### src/rtl/cycle_sequencer.sv
// cycle_sequencer: multi-cycle instruction / interrupt-entry sequencer for the ATmega32A core.
// Counts each instruction down on clock_counter, arbitrates interrupts at instruction
// boundaries, and steps interrupt_stage through push-PC-low, push-PC-high, load-vector.
// Ports: clk/reset (async, active-high); decoder side instr_valid, instruction_id,
//   branch_taken; sreg_i (global I flag); irq_req[NUM_IRQ]. Outputs clock_counter,
//   interrupt_stage, fetch_en, busy, irq_ack (one-hot pulse), irq_vector (2*index+2),
//   sreg_i_clr (pulse in the load-vector stage).
// Option IRQ_PENDING_LATCH_EN: when defined, rising edges of irq_req are latched as
//   pending flags cleared by their own irq_ack; otherwise irq_req levels are arbitrated.
module cycle_sequencer #(
  parameter int NUM_IRQ = 8,
  parameter int VEC_W   = 12
) (
  input  logic               clk,
  input  logic               reset,
  input  logic               instr_valid,
  input  logic [7:0]         instruction_id,
  input  logic               branch_taken,
  input  logic               sreg_i,
  input  logic [NUM_IRQ-1:0] irq_req,
  output logic [1:0]         clock_counter,
  output logic [1:0]         interrupt_stage,
  output logic               fetch_en,
  output logic               busy,
  output logic [NUM_IRQ-1:0] irq_ack,
  output logic [VEC_W-1:0]   irq_vector,
  output logic               sreg_i_clr
);

  typedef enum logic {
    ST_EXEC = 1'b0,
    ST_IRQ  = 1'b1
  } state_t;

  localparam logic [1:0] STG_IDLE   = 2'b00;
  localparam logic [1:0] STG_PUSH_L = 2'b10;
  localparam logic [1:0] STG_PUSH_H = 2'b01;
  localparam logic [1:0] STG_VECTOR = 2'b11;

  state_t             r_state, w_state_nxt;
  logic [1:0]         r_cnt, w_cnt_nxt;
  logic [1:0]         r_stage, w_stage_nxt;
  logic [NUM_IRQ-1:0] r_ack, w_ack_nxt;
  logic [VEC_W-1:0]   r_vec, w_vec_nxt;

  logic [NUM_IRQ-1:0] w_pend;
  logic [NUM_IRQ-1:0] w_win_onehot;
  logic [VEC_W-1:0]   w_win_vec;
  logic               w_boundary;
  logic               w_take;

  // Remaining cycles after the accept cycle (N-1) for a decoded instruction.
  function automatic logic [1:0] f_cnt_load(input logic [7:0] id, input logic taken);
    logic [1:0] n_m1;
    n_m1 = 2'd0;
    case (id)
      8'h2C, 8'h22:                      n_m1 = 2'd2;
      8'h2D, 8'h2E:                      n_m1 = 2'd3;
      8'h2B, 8'h2A, 8'h19, 8'h38, 8'h2F: n_m1 = 2'd1;
      8'h04, 8'h05, 8'h06, 8'h07, 8'h08: n_m1 = taken ? 2'd1 : 2'd0;
      default:                           n_m1 = 2'd0;
    endcase
    return n_m1;
  endfunction

`ifdef IRQ_PENDING_LATCH_EN
  logic [NUM_IRQ-1:0] r_irq_prev;
  logic [NUM_IRQ-1:0] r_pend;
  logic [NUM_IRQ-1:0] w_rise;

  assign w_rise = irq_req & ~r_irq_prev;
  // Include this cycle's rising edge so a pulse landing on the boundary is seen.
  assign w_pend = r_pend | w_rise;

  always_ff @(posedge clk or posedge reset) begin
    if (reset) begin
      r_irq_prev <= '0;
      r_pend     <= '0;
    end else begin
      r_irq_prev <= irq_req;
      // The ack pulse retires the flag; a fresh edge in the same cycle re-arms it.
      r_pend     <= (r_pend & ~r_ack) | w_rise;
    end
  end
`else
  assign w_pend = irq_req;
`endif

  // Lowest index wins: scan downwards so the last hit is the highest priority.
  always_comb begin
    w_win_onehot = '0;
    w_win_vec    = '0;
    for (int i = NUM_IRQ - 1; i >= 0; i--) begin
      if (w_pend[i]) begin
        w_win_onehot    = '0;
        w_win_onehot[i] = 1'b1;
        w_win_vec       = VEC_W'((i * 2) + 2);
      end
    end
  end

  assign w_boundary = (r_state == ST_EXEC) && (r_cnt == 2'd0);
  assign w_take     = w_boundary && sreg_i && (|w_pend);

  always_ff @(posedge clk or posedge reset) begin
    if (reset) begin
      r_state <= ST_EXEC;
      r_cnt   <= 2'd0;
      r_stage <= STG_IDLE;
      r_ack   <= '0;
      r_vec   <= '0;
    end else begin
      r_state <= w_state_nxt;
      r_cnt   <= w_cnt_nxt;
      r_stage <= w_stage_nxt;
      r_ack   <= w_ack_nxt;
      r_vec   <= w_vec_nxt;
    end
  end

  always_comb begin
    w_state_nxt = r_state;
    w_cnt_nxt   = r_cnt;
    w_stage_nxt = r_stage;
    w_ack_nxt   = '0;
    w_vec_nxt   = r_vec;
    case (r_state)
      ST_EXEC: begin
        if (r_cnt != 2'd0) begin
          w_cnt_nxt = r_cnt - 2'd1;
        end else if (w_take) begin
          // Interrupt beats a same-cycle instruction; the PC is not advanced.
          w_state_nxt = ST_IRQ;
          w_stage_nxt = STG_PUSH_L;
          w_ack_nxt   = w_win_onehot;
          w_vec_nxt   = w_win_vec;
        end else if (instr_valid) begin
          w_cnt_nxt = f_cnt_load(instruction_id, branch_taken);
        end
      end
      ST_IRQ: begin
        case (r_stage)
          STG_PUSH_L: w_stage_nxt = STG_PUSH_H;
          STG_PUSH_H: w_stage_nxt = STG_VECTOR;
          default: begin
            w_stage_nxt = STG_IDLE;
            w_state_nxt = ST_EXEC;
          end
        endcase
      end
      default: w_state_nxt = ST_EXEC;
    endcase
  end

  assign clock_counter   = r_cnt;
  assign interrupt_stage = r_stage;
  // Gated by reset so every output reads 0 while reset is held.
  assign fetch_en        = w_boundary && !w_take && !reset;
  assign busy            = (r_cnt != 2'd0) || (r_state == ST_IRQ);
  assign irq_ack         = r_ack;
  assign irq_vector      = r_vec;
  assign sreg_i_clr      = (r_state == ST_IRQ) && (r_stage == STG_VECTOR);

endmodule

### config.mk
export PLATFORM = sky130hd
export DESIGN_NAME = cycle_sequencer
export DESIGN_NICKNAME = d
export VERILOG_FILES = /design/src/rtl/cycle_sequencer.sv
export SDC_FILE = /design/constraint.sdc
export NUM_CORES = 1
export LEC_CHECK = 0
export BUFFER_PORTS_ARGS = -buffer_cell sky130_fd_sc_hd__buf_2
export CAP_MARGIN = 15
export CORE_MARGIN = 2
export CORE_UTILIZATION = 35
export DETAILED_ROUTE_END_ITERATION = 8
export PLACE_DENSITY_LB_ADDON = 0.2
export SLEW_MARGIN = 20
export SYNTH_ARGS = -nofsm -noshare
export SYNTH_HDL_FRONTEND = slang
export SYNTH_SLANG_ARGS = --single-unit
### constraint.sdc
create_clock -name clk -period 1.99 [get_ports clk]
set_clock_uncertainty 0.05 [all_clocks]
set_input_delay 0 -clock clk [delete_from_list [all_inputs] [get_ports clk]]
set_output_delay 0 -clock clk [all_outputs]
set_load 0.02 [all_outputs]
==> flow_metrics.env, run 1 <==
export IMPL_cts_sinks=17
export IMPL_drt_initial_drc_count=5
export IMPL_worstPathRequired_ns=2.18
export IMPL_synth_top_area_share_pct=44.2
export IMPL_rsz0062_at_grt="no"
export IMPL_fp_dieH_um=56.4
export IMPL_design_area_mm2=0.00135
export IMPL_hold_viol_final=0
export IMPL_syn_cell_area_um2=962
export IMPL_insertedDiodeCount=0
export IMPL_outcome="finished, final reports clean"
export IMPL_path_clk_slew_ns=0.10
export IMPL_p_per_area_mw_per_mm2=851
export IMPL_reg2reg_from="clock_counter[0]$_DFFE_PP0P_"
export IMPL_hold_ws_ns=0.0197
export IMPL_final_antenna_net_count=0
export IMPL_rows=19
export IMPL_place_area_mm2=0.00116
export IMPL_synth_area_top_cells="dfrtp_1 (44%), buf_4 (6.2%), a21oi_1 (3.6%)"
export IMPL_path_max_fanout=4
export IMPL_yosysUniqueCellTypes=38
export IMPL_start_util_pct=35.8
export IMPL_period_share_pct=95.2
export IMPL_area_delta_synth_final_pct=39.9
export IMPL_place_inst=169
export IMPL_place_hpwl_um=1580
export IMPL_setup_viol=0
export IMPL_avgViaCountPerCell=4.77
export IMPL_grt_antenna_before_repair=0
export IMPL_crit_path_start_kind="primary input"
export IMPL_instances_no_fill=188
export IMPL_multiInputGateArea_um2=479
export IMPL_die_area_mm2=0.00318
export IMPL_clock_fmax_mhz=528
export IMPL_seq_area_um2=427
export IMPL_fin_setup_tns_ns=0
export IMPL_fillers=269
export IMPL_vias=897
export IMPL_cts_buffers=3
export IMPL_final_nets=181
export IMPL_drc_errors=0
export IMPL_portBuffers=39
export IMPL_final_cell_mix="buf_2 (39), dfrtp_1 (16), dlygate4sd3_1 (13)"
export IMPL_drt_total_wl_um=2100
export IMPL_max_cap_viol_count=0
export IMPL_min_path_type="in2reg"
export IMPL_synthCells=100
export IMPL_finalMaxSlewViolations=0
export IMPL_drive_gt1_share_pct=35.7
export IMPL_grt_pass1_vias=850
export IMPL_p_leak_nw=0.735
export IMPL_wl_per_cell_um=11.2
export IMPL_htree_levels=1
export IMPL_hold_start="irq_req[2]"
export IMPL_critPathKind="in2reg"
export IMPL_ys_warn_count=0
export IMPL_crit_start="irq_req[4]"
export IMPL_synth_seq_area_share_pct=44.2
export IMPL_clkLatencyLatePin_ns=0.29
export IMPL_grt_usage_pct=14.5
export IMPL_place_gp_congestion=0.785
export IMPL_cts_buffer_depth=2
export IMPL_cts_tree="yes"
export IMPL_clock_root_buffer="clkbuf_4"
export IMPL_grt_pass1_wl_um=3620
export IMPL_p_total_w=0.00115
export IMPL_min_period_ns=1.89
export IMPL_grt_overflow_total=0
export IMPL_post_synth_cell_area_avg_um2=9.62
export IMPL_die_x_um=56.4
export IMPL_ios=48
export IMPL_core_area_mm2=0.00269
export IMPL_synth_area_leader_cell="dfrtp_1"
export IMPL_crit_path_end_kind="flop"
export IMPL_firstDrtPassIters=4
export IMPL_ys_ff_latch=17
export IMPL_final_common_cell="buf_2"
export IMPL_grt_max_degree=19
export IMPL_ir_drop_mv=0.584
export IMPL_arrival_ns=2.08
-- power by group --
group          internal (W)  switching (W)
Sequential         0.000418      0.0000660
Clock             0.0000749       0.000114
Combinational      0.000186       0.000287
Total              0.000679       0.000467
-- kinds of logic (layout without fill, tap and decap cells) --
kind of cell,Yosys count,count (layout),share of synthesized area [%]
simple gates,39,39,25.4
compound gates,24,24,17.0
flops,17,17,44.2
buf+inv,16,66,9.49
fa+ha+maj,2,2,2.60
other cells,1,8,0.390
xor+xnor,1,1,0.910
-- worst max-delay path, cell delays in order --
cell	delay (ns)
dlygate4sd3_1	0.53
buf_2	0.15
nor4_4	0.34
nand2_2	0.14
nor2_2	0.10
o21ai_1	0.09
a211oi_2	0.17
dlygate4sd3_1	0.56
-- synth_stat cells --
master and number:
and3_1 5, a21o_1 2, a31oi_1 1, nor2_1 8
o21bai_1 1, and2_1 1, nor3_1 2, o21ai_0 4
a221o_2 1, nor4b_1 1, or4b_1 1, nand3b_1 1
o21ai_1 3, o31ai_1 1, or3_1 1, inv_1 7
buf_4 8, nand4b_1 1, nor3b_1 1, dfrtp_1 17
buf_2 1, conb_1 1, and2_2 1, o311a_1 1
nor4_4 1, o21ai_4 1, nand2_1 8, xor2_1 1
and3b_1 1, nand4_1 1, nor3_4 1, a21oi_1 7
a211oi_2 1, a211oi_1 1, nand2_2 1, nand2b_1 2
and4_1 1, ha_1 2
-- cell type report --
| type | instances | area share, % |
|---|---|---|
| Multi-Input combinational cell | 74 | 35.6 |
| Sequential cell | 17 | 31.7 |
| Timing Repair Buffer | 55 | 25.8 |
| Tap cell | 31 | 2.88 |
| Inverter | 7 | 1.95 |
| Clock buffer | 3 | 1.67 |
| Clock inverter | 1 | 0.372 |
-- layer usage --
layer  track usage [%]  share of wire, %  vias to the layer above
li1                  -                 -                      449
met1              17.9                42                      415
met2              23.4                50                       29
met3              2.76               5.5                        4
met4              8.50               1.8                        0
met5                 0                 0                        -
-- what timing repair did --
| item | 4_1_cts | 5_1_grt |
|---|---|---|
| endpoints found under the hold margin | 29 | 0 |
| buffers inserted | 0 | 2 |
| endpoints found under the setup margin | 0 | 2 |
| gates resized for setup | 0 | 3 |
| hold buffers | 13 | 0 |
-- registers in the layout (all words and copies together) (netlist names) --
register	flops
interrupt_stage	2
irq_vector	4
irq_ack	8
clock_counter	2
r_state	1
-- stage by stage --
stage                     util [%]  worst slack, ns
after floorplan                  -            0.515
after global placement        43.4            0.525
after detailed placement      43.4            0.449
after CTS                     49.2           0.0708
after global routing          50.1        0.0000862
final                         50.1           0.0954
-- path summary, 6_finish.rpt --
path | slack [ns] | cells after the start | to
worst min register to register | 0.44 | 1 | irq_vector[2]$_DFFE_PP0P_
worst max-delay path | 0.1 | 8 | clock_counter[0]$_DFFE_PP0P_
min in group asynchronous | 0.20 | 4 | irq_ack[6]$_DFF_PP0_
worst max register to register | 0.17 | 4 | irq_ack[2]$_DFF_PP0_
max in group asynchronous | 1.49 | 4 | r_state$_DFF_PP0_
worst min-delay path | 0.02 | 3 | irq_vector[3]$_DFFE_PP0P_
No activity file was read; power rests on OpenSTA's default activity.
==> run 2, diff against run 1 <==
--- a/config.mk
+++ b/config.mk
@@ -7,8 +7,10 @@
 export LEC_CHECK = 0
 export BUFFER_PORTS_ARGS = -buffer_cell sky130_fd_sc_hd__buf_2
 export CAP_MARGIN = 15
+export CORE_ASPECT_RATIO = 1.2
 export CORE_MARGIN = 2
 export CORE_UTILIZATION = 35
+export CTS_CLUSTER_DIAMETER = 60
 export DETAILED_ROUTE_END_ITERATION = 8
 export PLACE_DENSITY_LB_ADDON = 0.2
 export SLEW_MARGIN = 20
==> constraint.sdc (replaced) <==
create_clock -name clk -period 2.22 [get_ports clk]
set_clock_uncertainty 0.05 [all_clocks]
set_input_delay 0 -clock clk [delete_from_list [all_inputs] [get_ports clk]]
set_output_delay 0 -clock clk [all_outputs]
set_load 0.02 [all_outputs]
==> flow_metrics.env, run 2 (synthesis results as in run 1) <==
export IMPL_place_gp_congestion=0.737
export IMPL_min_path_type="in2reg"
export IMPL_p_total_w=0.00101
export IMPL_path_max_fanout=6
export IMPL_grtUsageMet1_pct=17.5
export IMPL_post_route_util_pct=51.0
export IMPL_drc_errors=0
export IMPL_die_x_um=51.9
export IMPL_design_area_mm2=0.00131
export IMPL_portBuffers=39
export IMPL_firstDrtPassIters=4
export IMPL_vias=874
export IMPL_cts_buffers=3
export IMPL_insertedDiodeCount=0
export IMPL_die_area_mm2=0.00319
export IMPL_crit_path_start_kind="flop"
export IMPL_start_util_pct=37.3
export IMPL_hold_ws_ns=0.0239
export IMPL_grt_use_met3_pct=1.70
export IMPL_min_period_ns=1.89
export IMPL_area_delta_synth_final_pct=36.5
export IMPL_setup_viol=0
export IMPL_period_share_pct=85.2
export IMPL_fp_dieH_um=61.4
export IMPL_grt_antenna_before_repair=0
export IMPL_rsz0062_at_grt="no"
export IMPL_place_hpwl_um=1600
export IMPL_htree_levels=1
export IMPL_grt_max_degree=19
export IMPL_rows=20
export IMPL_drt_total_wl_um=2090
export IMPL_finalMaxSlewViolations=0
export IMPL_final_nets=178
export IMPL_worstPathRequired_ns=2.39
export IMPL_reg2reg_from="clock_counter[0]$_DFFE_PP0P_"
export IMPL_clkLatencyLatePin_ns=0.28
export IMPL_cts_resized=0
export IMPL_clock_root_buffer="clkbuf_4"
export IMPL_max_cap_viol_count=0
export IMPL_arrival_ns=2.06
export IMPL_cts_sinks=17
export IMPL_largest_reg_flops=8
export IMPL_path_clk_slew_ns=0.09
export IMPL_outcome="finished, final reports clean"
export IMPL_grt_usage_pct=14.7
export IMPL_critPathKind="reg2reg"
export IMPL_crit_start="clock_counter[0]$_DFFE_PP0P_"
export IMPL_drt_initial_drc_count=8
export IMPL_p_per_area_mw_per_mm2=768
export IMPL_final_antenna_net_count=0
export IMPL_final_common_cell="buf_2"
export IMPL_place_area_mm2=0.00117
export IMPL_cts_buffer_depth=2
export IMPL_avgViaCountPerCell=4.67
export IMPL_drive_gt1_share_pct=32.5
export IMPL_final_cell_mix="buf_2 (39), dfrtp_1 (17), dlygate4sd3_1 (12)"
export IMPL_fin_setup_tns_ns=0
export IMPL_ios=48
export IMPL_grt_pass1_wl_um=3400
export IMPL_grt_met2_usage_pct=26.0
export IMPL_hold_start="instruction_id[5]"
export IMPL_wl_per_cell_um=11.2
export IMPL_grt_overflow_total=0
export IMPL_p_leak_nw=0.716
export IMPL_grt_pass1_vias=775
export IMPL_cts_tree="yes"
export IMPL_hold_viol_final=0
export IMPL_clock_fmax_mhz=529
export IMPL_core_area_mm2=0.00258
export IMPL_ir_drop_mv=0.405
export IMPL_crit_path_end_kind="flop"
export IMPL_globalRoute_busiestLayer="met2"
[run 2: path summary, 6_finish.rpt]
check | slack, ns | depth (start not counted) | end
worst min register to register | 0.45 | 2 | irq_vector[3]$_DFFE_PP0P_
worst min-delay path | 0.02 | 3 | clock_counter[0]$_DFFE_PP0P_
worst max-delay path | 0.33 | 4 | irq_ack[2]$_DFF_PP0_
worst max register to register | 0.33 | 4 | irq_ack[2]$_DFF_PP0_
min in group asynchronous | 0.21 | 4 | irq_ack[0]$_DFF_PP0_
max in group asynchronous | 1.72 | 4 | irq_vector[4]$_DFFE_PP0P_
[run 2: area by class of cell]
class,instances,area (µm²)
fillers,254,1260
multi-input cells,74,472
flip-flops and latches,17,425
repair buffers,52,323
well taps,33,41.3
clock buffers,4,26.3
inverters,7,26.3
[run 2: what timing repair did]
item / CTS / global route
setup buffers: 0 / 0
endpoints found under the hold margin: 27 / 0
hold buffers: 12 / 0
endpoints found under the setup margin: 0 / 0
[run 2: critical path, cell delays in order (launching register included)]
cell           delay [ns]
dfrtp_1              0.46
nor3_4               0.27
nand2_1              0.14
nor4b_1              0.31
dlygate4sd3_1        0.61
[run 2: power breakdown]
part           total (W)  internal (W)  switching (W)
Sequential      0.000429      0.000373      0.0000565
Combinational   0.000422      0.000165       0.000257
Clock           0.000157     0.0000696      0.0000874
Total            0.00101      0.000607       0.000401
[run 2: per-layer routing]
| metal | vias up | part of all wire [%] |
|---|---|---|
| met5 | - | 0 |
| met4 | 0 | 1.3 |
| met3 | 2 | 5.0 |
| met2 | 25 | 52 |
| met1 | 404 | 41 |
| li1 | 443 | - |
[run 2: per-stage QoR]
| stage | instances | setup slack (ns) |
|---|---|---|
| floorplan | 107 | 0.745 |
| global placement | 171 | 0.760 |
| finish | 187 | 0.328 |
| global route | 187 | 0.221 |
| detailed placement | 171 | 0.695 |
| CTS | 187 | 0.360 |
